$ cat config.mk
export PLATFORM = sky130hd
export DESIGN_NAME = team_05_wb_master
export DESIGN_NICKNAME = d
export VERILOG_FILES = /design/src/rtl/team_05_wb_pkg.sv /design/src/rtl/team_05_wb_lane.sv /design/src/rtl/team_05_wb_master.sv
export SDC_FILE = /design/constraint.sdc
export NUM_CORES = 1
export LEC_CHECK = 0
export CAP_MARGIN = 0
export CORE_MARGIN = 2
export CORE_UTILIZATION = 47
export DETAILED_ROUTE_END_ITERATION = 8
export HOLD_SLACK_MARGIN = 0.06
export PLACE_DENSITY = 0.88
export SLEW_MARGIN = 20
export SYNTH_ARGS = -nofsm -noshare
export SYNTH_HDL_FRONTEND = slang
export SYNTH_SLANG_ARGS = --single-unit
$ cat constraint.sdc
create_clock -name clk -period 8.09 [get_ports clk]
set_input_delay 2.427 -clock clk [delete_from_list [all_inputs] [get_ports clk]]
set_output_delay 2.427 -clock clk [all_outputs]
set_load 0.02 [all_outputs]
$ cat src/rtl/team_05_wb_pkg.sv
// team_05 Wishbone master shared types.
// FSM states, access sizes and the default ack timeout.
package team_05_wb_pkg;

  typedef enum logic [1:0] {
    IDLE = 2'd0,
    BUS  = 2'd1,
    RESP = 2'd2
  } wbm_state_t;

  typedef enum logic [1:0] {
    SZ_BYTE = 2'd0,
    SZ_HALF = 2'd1,
    SZ_WORD = 2'd2
  } wb_size_t;

  localparam int unsigned WB_TIMEOUT_DEFAULT = 255;

  function automatic logic [31:0] size_mask(
    input logic [1:0] sz
  );
    logic [31:0] m;
    m = '0;
    unique case (1'b1)
      sz == SZ_BYTE: m = 32'h0000_00FF;
      sz == SZ_HALF: m = 32'h0000_FFFF;
      sz == SZ_WORD: m = 32'hFFFF_FFFF;
      default:       m = '0;
    endcase
    return m;
  endfunction

endpackage

$ cat src/rtl/team_05_wb_lane.sv
// team_05 Wishbone byte-lane steering.
// Selects, write replication, read extraction, misalign flag.
module team_05_wb_lane
  import team_05_wb_pkg::*;
(
  input  logic [1:0]  size_i,
  input  logic [1:0]  addr_i,
  input  logic [31:0] wdata_i,
  input  logic [31:0] rdata_i,
  output logic [3:0]  sel_o,
  output logic [31:0] wdat_o,
  output logic [31:0] rdat_o,
  output logic        misalign_o
);

  always_comb begin
    sel_o      = '0;
    wdat_o     = '0;
    misalign_o = 1'b1;
    unique case (1'b1)
      size_i == SZ_BYTE: begin
        sel_o      = 4'b0001 << addr_i;
        wdat_o     = {4{wdata_i[7:0]}};
        misalign_o = 1'b0;
      end
      size_i == SZ_HALF: begin
        sel_o      = 4'b0011 << addr_i;
        wdat_o     = {2{wdata_i[15:0]}};
        misalign_o = addr_i[0];
      end
      size_i == SZ_WORD: begin
        sel_o      = 4'b1111;
        wdat_o     = wdata_i;
        misalign_o = |addr_i;
      end
      default: begin
        misalign_o = 1'b1;
      end
    endcase
  end

  assign rdat_o = (rdata_i >> {addr_i, 3'b000})
                & size_mask(size_i);

endmodule

$ cat src/rtl/team_05_wb_master.sv
// team_05 Wishbone B4 classic single-transfer initiator.
// Optional ack timeout: TEAM_05_WB_MASTER_TIMEOUT_EN.
module team_05_wb_master
  import team_05_wb_pkg::*;
#(
  parameter int unsigned ADDR_W      = 32,
  parameter int unsigned TIMEOUT_CYC = WB_TIMEOUT_DEFAULT
) (
  input  logic              clk,
  input  logic              nrst,
  input  logic              req_valid,
  output logic              req_ready,
  input  logic              req_write,
  input  logic [1:0]        req_size,
  input  logic [ADDR_W-1:0] req_addr,
  input  logic [31:0]       req_wdata,
  output logic              rsp_valid,
  output logic [31:0]       rsp_rdata,
  output logic              rsp_err,
  output logic              busy,
  output logic [ADDR_W-1:0] adr_o,
  output logic [31:0]       dat_o,
  output logic [3:0]        sel_o,
  output logic              we_o,
  output logic              cyc_o,
  output logic              stb_o,
  input  logic [31:0]       dat_i,
  input  logic              ack_i,
  input  logic              err_i
);

  if (TIMEOUT_CYC < 1 || TIMEOUT_CYC > 65535) begin : g_tmo_chk
    $error("TIMEOUT_CYC must be 1..65535");
  end

  wbm_state_t        state_q, state_d;
  logic [ADDR_W-1:0] addr_q;
  logic [1:0]        size_q;
  logic              we_q;
  logic [31:0]       wdata_q;
  logic [31:0]       rdata_q, rdata_d;
  logic              err_q, err_d;
  logic              ld;

  logic              idle, in_bus, in_resp;
  logic [1:0]        ln_size, ln_addr;
  logic [3:0]        ln_sel;
  logic [31:0]       ln_wdat, ln_rdat;
  logic              ln_mis;

  assign idle    = (state_q == IDLE);
  assign in_bus  = (state_q == BUS);
  assign in_resp = (state_q == RESP);

  // In IDLE the lane judges the incoming request; afterwards the latched one.
  assign ln_size = idle ? req_size : size_q;
  assign ln_addr = idle ? req_addr[1:0] : addr_q[1:0];

  team_05_wb_lane u_lane (
    .size_i     (ln_size),
    .addr_i     (ln_addr),
    .wdata_i    (wdata_q),
    .rdata_i    (dat_i),
    .sel_o      (ln_sel),
    .wdat_o     (ln_wdat),
    .rdat_o     (ln_rdat),
    .misalign_o (ln_mis)
  );

`ifdef TEAM_05_WB_MASTER_TIMEOUT_EN
  localparam logic [15:0] TMO = 16'(TIMEOUT_CYC);
  logic [15:0] tmo_q, tmo_d;
  logic        tmo_hit;

  assign tmo_d   = in_bus ? tmo_q + 16'd1 : 16'd0;
  assign tmo_hit = in_bus && (tmo_q == TMO);

  always_ff @(posedge clk or negedge nrst) begin
    if (!nrst) tmo_q <= '0;
    else       tmo_q <= tmo_d;
  end
`else
  logic tmo_hit;
  assign tmo_hit = 1'b0;
`endif

  always_comb begin
    state_d = state_q;
    rdata_d = rdata_q;
    err_d   = err_q;
    ld      = 1'b0;
    unique case (1'b1)
      state_q == IDLE: begin
        if (req_valid) begin
          ld      = 1'b1;
          rdata_d = '0;
          err_d   = ln_mis;
          state_d = ln_mis ? RESP : BUS;
        end
      end
      state_q == BUS: begin
        if (err_i) begin
          state_d = RESP;
          err_d   = 1'b1;
          rdata_d = '0;
        end else if (ack_i) begin
          state_d = RESP;
          err_d   = 1'b0;
          rdata_d = we_q ? '0 : ln_rdat;
        end else if (tmo_hit) begin
          state_d = RESP;
          err_d   = 1'b1;
          rdata_d = '0;
        end
      end
      state_q == RESP: begin
        state_d = IDLE;
      end
      default: begin
        state_d = IDLE;
      end
    endcase
  end

  always_ff @(posedge clk or negedge nrst) begin
    if (!nrst) begin
      state_q <= IDLE;
      rdata_q <= '0;
      err_q   <= 1'b0;
    end else begin
      state_q <= state_d;
      rdata_q <= rdata_d;
      err_q   <= err_d;
    end
  end

  always_ff @(posedge clk or negedge nrst) begin
    if (!nrst) begin
      addr_q  <= '0;
      size_q  <= '0;
      we_q    <= 1'b0;
      wdata_q <= '0;
    end else if (ld) begin
      addr_q  <= req_addr;
      size_q  <= req_size;
      we_q    <= req_write;
      wdata_q <= req_wdata;
    end
  end

  assign req_ready = idle;
  assign busy      = !idle;
  assign cyc_o     = in_bus;
  assign stb_o     = in_bus;
  assign we_o      = in_bus & we_q;
  assign adr_o     = in_bus ? {addr_q[ADDR_W-1:2], 2'b00} : '0;
  assign sel_o     = in_bus ? ln_sel : '0;
  assign dat_o     = in_bus ? ln_wdat : '0;
  assign rsp_valid = in_resp;
  assign rsp_err   = in_resp & err_q;
  assign rsp_rdata = in_resp ? rdata_q : '0;

endmodule
Yosys cells after proc, flatten, opt, wreduce, memory -nomap -nowiden
Index checks and enable logic that the tools add are counted.

word-level totals
  register bits after elaboration = 102
  output and inout bits = 107
  bits of input ports = 104
  logic and storage cells = 52

cells by class
  shift operators = 3
  equality and inequality tests = 6
  reductions and logical operators = 7
  muxes and demuxes = 26
  bitwise gates (word level) = 3

operator list
  cell                                                                number
  32-bit two-way mux                                                  7
  32-bit one-hot mux with 3 select lines                              2
  32-bit one-hot mux with 2 select lines                              1
  32-bit bitwise AND                                                  1
  32-bit by 5-bit >> shifter with 32-bit output                       1
  2-bit two-way mux                                                   6
  4-bit one-hot mux with 3 select lines                               1
  1-bit two-way mux                                                   5
  2-bit by 1-bit == test with 1-bit output (second input constant)    2
  2-bit == test (second input constant)                               2
  2-bit logical NOT                                                   2
  4-bit two-way mux                                                   1
  2-bit one-hot mux with 2 select lines                               1
  1-bit by 2-bit left shift with 4-bit output (first input constant)  1
  2-bit by 2-bit left shift with 4-bit output (first input constant)  1
  3-bit != test (second input constant)                               1
  1-bit one-hot mux with 3 select lines                               1
  3-bit AND reduction                                                 1
  1-bit bitwise AND                                                   2
  2-bit != test (second input constant)                               1
  1-bit one-hot mux with 2 select lines                               1
  2-bit AND reduction                                                 1
  2-bit nonzero test                                                  1
  2-bit OR reduction                                                  1
  1-bit logical NOT                                                   1

Depth between registers and ports, before layout
Gate-level depths: netlist of the first run.

  word-level depth = 9
  mapped depth = 11
  depth with buffers taken out = 9

By module
Synthesis of the first run repeated with hierarchy kept, for this count alone.

unflattened totals
  cells, all modules = 592
  area, all modules = 6135.9 um^2

modules (own cells, without submodules)
  module             sequential area each (um^2)  area each (um^2)  instances  cells an instance
  team_05_wb_master  2552.4                       4973.5            1          413
  team_05_wb_lane    0.0                          1162.4            1          179

Worst setup path before layout of the first run
OpenSTA, ideal clock, no wires.

  path kind = input-to-output
  start point = input req_size[1]
  end point = output dat_o[16]
  setup slack = 1628 ps
  required time = 5663 ps
  cell stages on the path = 7
  data arrival time = 4035 ps
  path buffers = 1
  path through = mux2i_1 > inv_1 > ha_1 > nand2b_1 > buf_2 > nor2_1 > a22o_1

between the ends
  longest elaborated chain between the ends = 4
  elaborated cells on any way between the ends = 6
  classes of those cells = eq/ne: 2; mux: 3; reduce/logical: 1

RTL lines
  what                                         line                      RTL
  from (decl)                                  team_05_wb_master.sv:14   input logic [1:0] req_size,
  2-bit two-way mux *                          team_05_wb_master.sv:56   assign ln_size = idle ? req_size : size_q;
  2-bit == test, or another cell as far along  team_05_wb_lane.sv:31     size_i == SZ_WORD: begin
  32-bit one-hot mux with 3 select lines *     team_05_wb_lane.sv:20     unique case (1'b1)
  32-bit two-way mux *                         team_05_wb_master.sv:158  assign dat_o = in_bus ? ln_wdat : '0;
  to (decl)                                    team_05_wb_master.sv:22   output logic [31:0] dat_o,

Every way passes the cells marked *; elsewhere a longest branch is shown, timed or not.

Worst setup path after layout of the first run
  start point = input req_size[1]
  end point = output dat_o[21]

Same word-level chain as after synthesis.

==> results of run 1 <==
## registers in the layout, indices dropped and copies added (netlist names)
| signal | cells |
|---|---|
| addr_q | 32 |
| err_q | 1 |
| rdata_q | 32 |
| size_q | 2 |
| state_q | 2 |
| wdata_q | 32 |
| we_q | 1 |
## stage by stage
stage | power [mW] | util [%]
finish | 2.283 | 70.55
global route | 2.426 | 70.55
detailed placement | 1.871 | 67.97
CTS | 2.285 | 70.55
floorplan | 1.478 | -
global placement | 1.839 | 67.97
## worst max-delay path, cell delays in order
cell	delay [ns]
clkdlybuf4s50_1	0.42
mux2i_1	0.46
inv_1	0.14
ha_1	0.27
nand2b_1	0.19
nor2_1	0.50
a22o_1	0.25
clkdlybuf4s50_1	0.62
## placed cells by master, fill, tap and decap left out, types with 3 or more instances in the layout
master | synthesis | routed
nand3_1 | 9 | 9
o221ai_1 | 9 | 8
a22oi_1 | 10 | 10
a22o_1 | 17 | 17
clkbuf_16 | 0 | 9
a21oi_1 | 23 | 23
o211ai_1 | 8 | 8
buf_4 | 7 | 11
inv_6 | 0 | 3
and2_1 | 72 | 72
clkdlybuf4s50_1 | 0 | 207
o21ai_0 | 11 | 11
nand2b_1 | 5 | 5
nor2_1 | 6 | 6
mux2i_1 | 27 | 27
ha_1 | 4 | 4
dfrtp_1 | 102 | 102
inv_1 | 3 | 3
nand2_1 | 245 | 244
## report_power, final
| part | switching (mW) | leakage, nW | internal (mW) |
|---|---|---|---|
| clock | 0.198 | 0.137 | 0.213 |
| combinational | 0.608 | 2.12 | 0.431 |
| sequential | 0.145 | 1.31 | 0.688 |
## final timing paths
path | end | slack, ns | cells after the start
setup / recovery | dat_o[21] | 0.38 | 8
hold / removal | addr_q[8]$_DFFE_PN0P_ | 0.47 | 2
setup reg to reg | rdata_q[1]$_DFFE_PN0P_ | 4.87 | 8
hold reg to reg | addr_q[8]$_DFFE_PN0P_ | 0.47 | 2
max in group asynchronous | rdata_q[30]$_DFFE_PN0P_ | 4.82 | 2
min in group asynchronous | wdata_q[11]$_DFFE_PN0P_ | 2.10 | 1
## cell type report
type / instances / area (um2) / area share [%]
sequential: 102 / 2552 / 33.08
multi-input combinational: 467 / 2536 / 32.87
timing repair buffer: 218 / 2155 / 27.93
clock buffer: 9 / 225.2 / 2.919
tap: 140 / 175.2 / 2.271
clock inverter: 7 / 56.30 / 0.7298
inverter: 4 / 15.01 / 0.1946
## layer usage
| metal | vias to the layer above | part of all wire (%) | track usage [%] |
|---|---|---|---|
| met5 | - | 0 | 0 |
| met4 | 0 | 2.5 | 10.08 |
| met3 | 39 | 8.1 | 5.708 |
| met2 | 269 | 48 | 44.13 |
| met1 | 2443 | 41 | 34.55 |
| li1 | 2389 | - | - |
## logic make-up after synthesis
| logic type | count (synthesis) | share of synthesized area, % |
|---|---|---|
| compound gates | 81 | 10.55 |
| mux | 30 | 5.993 |
| flops | 102 | 47.94 |
| other cells | 1 | 0.07044 |
| simple gates | 350 | 29.85 |
| fa+ha+maj | 4 | 0.9401 |
| buf+inv | 45 | 4.653 |
==> impl_metrics.tcl, run 1 <==
set metrics [dict create \
    status "finished, final reports clean" \
    path_class "in -> out" \
    hp-class "reg -> reg" \
    clk_path_buf_depth 2 \
    dp_cells 931 \
    cts_tree "done" \
    yosysUniqueCellTypes 40 \
    clk_pin_slew_ns 0.07 \
    pre_cts_ws_ns 0.3921 \
    cp.arrival_ns 5.28 \
    core-area_um2 10940 \
    fin_nets 910 \
    peakVddDrop_mv 0.1886 \
    syn_to_final_growth_pct 44.91 \
    antennaDiodeCount 0 \
    worstHoldStart "addr_q[8]$_DFFE_PN0P_" \
    slew_viol_final 0 \
    ant_nets 0 \
    numCtsBuffers 9 \
    htree_levels 3 \
    drive_gt1_share_pct 5.081 \
    yosysSeqAreaShare_pct 47.94 \
    ys_async_sr_fraction_pct 100.0 \
    rsz0062_at_grt "no" \
    routedWlPerCell_um 17.41 \
    track_usage_pct 26.69 \
    wl_mm 16.49 \
    path_max_fanout 8 \
    synthFlopType "dfrtp_1" \
    synth_top_area_cell "dfrtp_1" \
    syn_area_per_cell_um2 8.685 \
    die-area_um2 12190 \
    cts-root-buf "clkbuf_16" \
    synthTopCellsByCount "nand2_1 (245), dfrtp_1 (102), and2_1 (72), mux2i_1 (27), a21oi_1 (23)" \
    die_w_um 110.4 \
    final.setup.worst_slack_ns 0.3822 \
    remaining_drc_errors 0 \
    post_cts_buffers 0 \
    viasPerCell 5.428 \
    ios 211 \
    stdcell_area_um2 7715 \
    cts_hold_buf 0 \
    drt_iter0_drc 392 \
    critPathCaptureType "primary output" \
    ys_ff_latch 102 \
    cp-start-kind "input pin" \
    worstSkewPairLatency_ns 0.34 \
    grt_overflow 0 \
    cts.sink_count 102 \
    finalSetupViolCount 0 \
    io_buffers 208 \
    fin_crit_sh_pct 95.28 \
    hold_ws_ns 0.4667 \
    rows 38 \
    antenna_found_initial 0 \
    drtPass1Iterations 5 \
    startpoint "req_size[1]" \
    power_density_nw_per_um2 295.9 \
    period_minus_slack_ns 7.708 \
    die_h_um 110.4 \
    dpl_cell_area_um2 7433 \
    synth.most_common_cell "nand2_1" \
    yosysTopAreaCellShare_pct 47.94 \
    dp_hpwl_mm 12.07 \
    via_count 5140 \
    tightest_slew_ns 0.7747 \
    yosys-top-cells-area "dfrtp_1 (48%), nand2_1 (17%), and2_1 (8.5%)" \
    grt_max_degree 54 \
    fmax_mhz 129.7 \
    syn_area_um2 5324 \
    timing.rr.start "state_q[1]$_DFFE_PN0P_" \
    grt_pass1_wl_mm 26.54 \
    first_global_vias 5138 \
    max-slew-margin-rel_pct 48.14 \
    n_fill_cell 872 \
    netlist_instances 613 \
    start_util_pct 48.68 \
    critPathRequiredTime_ns 5.66 \
    final_cell_count_no_fill 947 \
    finalHoldViolCount 0 \
    max_cap_violations 0 \
    cts_resized 0 \
    synth-edff-count 0 \
    yosys_warnings 0 \
    skew_ns 0.005114 \
    gp_congestion 0.9226 \
    p_leak_nw 3.571 \
    tns_ns 0 \
]
Power figures use the tool's default switching activity.
==> run 2: changes to the inputs <==
- REMOVE_ABC_BUFFERS: unset -> 1
==> run 2 against run 1 <==
Via count is 1.0% lower; register-to-register slack better by 0.02 ns; total power is 1.3% higher; flip-flop and latch count stayed put; hold slack better by 0.0041 ns; combinational power hardly changed; final area is 0.19% higher; critical path depth stayed put; cell count is 0.21% lower; critical path type unchanged.
==> impl_metrics.tcl, run 2 (synthesis gave the netlist of run 1 again) <==
set metrics [dict create \
    fin_crit_sh_pct 95.30 \
    p_switching_mw 0.9271 \
    first_global_vias 5253 \
    htree_levels 3 \
    peakVddDrop_mv 0.1647 \
    gp_congestion 0.9322 \
    remaining_drc_errors 0 \
    post-route-util_pct 70.69 \
    p_comb_share_pct 44.7 \
    fin_nets 909 \
    tightest_slew_ns 0.7255 \
    max-slew-margin-rel_pct 51.63 \
    grt_pass1_wl_mm 26.43 \
    io_buffers 208 \
    core-area_um2 10940 \
    layout_top_registers "addr_q: 32 flops, rdata_q: 32 flops, wdata_q: 32 flops" \
    cts-root-buf "clkbuf_16" \
    worstSkewPairLatency_ns 0.34 \
    finalSetupViolCount 0 \
    cp.arrival_ns 5.28 \
    viasPerCell 5.384 \
    antennaDiodeCount 0 \
    rows 38 \
    dp_hpwl_mm 11.55 \
    finalHoldViolCount 0 \
    cts_tree "done" \
    max_cap_violations 0 \
    p_leak_nw 3.581 \
    slew_viol_final 0 \
    min_path_cells 2 \
    n_fill_cell 829 \
    regArea_um2 2552 \
    final_cell_mix "nand2_1 (244), clkdlybuf4s50_1 (207), dfrtp_1 (102)" \
    drive_gt1_share_pct 4.720 \
    start_util_pct 48.68 \
    critPathCaptureType "primary output" \
    fmax_mhz 129.7 \
    drt_iter0_drc 311 \
    via_count 5088 \
    ios 211 \
    wl_mm 16.09 \
    final_common_cell "nand2_1" \
    cp-start-kind "input pin" \
    cts_resized 0 \
    path_class "in -> out" \
    tns_ns 0 \
    drtPass1Iterations 5 \
    clkPwrFrac_pct 19.6 \
    status "finished, final reports clean" \
    p_seq_share_pct 35.7 \
    cts_hold_buf 0 \
    cts.sink_count 102 \
    antenna_found_initial 0 \
    numCtsBuffers 9 \
    power_mw 2.313 \
    reg2regPathDepth 8 \
    grt_overflow 0 \
    track_usage_pct 26.56 \
    post_cts_buffers 0 \
    syn_to_final_growth_pct 45.19 \
    period_minus_slack_ns 7.710 \
    swShare_pct 40.09 \
    die-area_um2 12190 \
    die_w_um 110.4 \
    grt_max_degree 69 \
    routedWlPerCell_um 17.03 \
    clk_pin_slew_ns 0.06 \
    hp-class "reg -> reg" \
    critPathRequiredTime_ns 5.66 \
    path_max_fanout 8 \
    multiInputGateArea_um2 2536 \
    ant_nets 0 \
    clk_path_buf_depth 2 \
    die_h_um 110.4 \
    rsz0062_at_grt "no" \
    power_density_nw_per_um2 299.2 \
    skew_ns 0.004254 \
    intPower_mw 1.386 \
]
-- run 2: worst max-delay path: stages --
cell and delay, ns:
clkdlybuf4s50_1 0.42, mux2i_1 0.43, inv_1 0.14, ha_1 0.28, nand2b_1 0.23, nor2_1 0.50, a22o_1 0.24, clkdlybuf4s50_1 0.61
-- run 2: cell type report --
type                       count  area share (%)
timing repair buffer         217           27.78
clock inverter                 5          0.9712
tap                          140           2.266
inverter                       4          0.1942
sequential                   102           33.02
multi-input combinational    467           32.81
clock buffer                  10           2.962
-- run 2: metal layers --
metal	vias up	part of all wire, %	global-route usage, %
met5	-	0	0
met4	0	3.7	12.83
met3	46	9.3	7.245
met2	279	48	43.44
met1	2391	39	32.57
li1	2372	-	-
-- run 2: path summary, 6_finish.rpt --
| path | from | end | slack (ns) |
|---|---|---|---|
| worst max register to register | state_q[1]$_DFFE_PN0P_ | rdata_q[5]$_DFFE_PN0P_ | 4.89 |
| worst min-delay path | addr_q[24]$_DFFE_PN0P_ | addr_q[24]$_DFFE_PN0P_ | 0.47 |
| worst min register to register | addr_q[24]$_DFFE_PN0P_ | addr_q[24]$_DFFE_PN0P_ | 0.47 |
| min in group asynchronous | nrst | rdata_q[8]$_DFFE_PN0P_ | 2.10 |
| max in group asynchronous | nrst | wdata_q[19]$_DFFE_PN0P_ | 4.85 |
| worst max-delay path | req_size[1] | dat_o[23] | 0.38 |
-- run 2: power by group through the flow --
stage | Combinational [mW] | Sequential, mW | Clock [mW]
after floorplan | 0.632 | 0.778 | 0
final | 1.03 | 0.825 | 0.453
after global placement | 0.996 | 0.819 | 0
after CTS | 1.03 | 0.822 | 0.457
after detailed placement | 1.03 | 0.828 | 0
after global routing | 1.13 | 0.845 | 0.483
-- run 2: through the flow --
step / hold slack [ns] / setup WS (ns) / area [um2] / std cells
after floorplan: 0.4374 / 1.481 / 5095 / 573
after global placement: 0.4498 / 0.4890 / 7426 / 930
after detailed placement: 0.4618 / 0.4079 / 7426 / 930
after CTS: 0.4743 / 0.3957 / 7730 / 945
after global routing: 0.4958 / 0.1468 / 7730 / 945
final: 0.4708 / 0.3800 / 7730 / 945
==> run 3: changes to the inputs <==
- CAP_MARGIN: 0 -> 10
==> results of run 3 <==
Same layout as run 2: the final DEF is identical, and so are final timing and power.
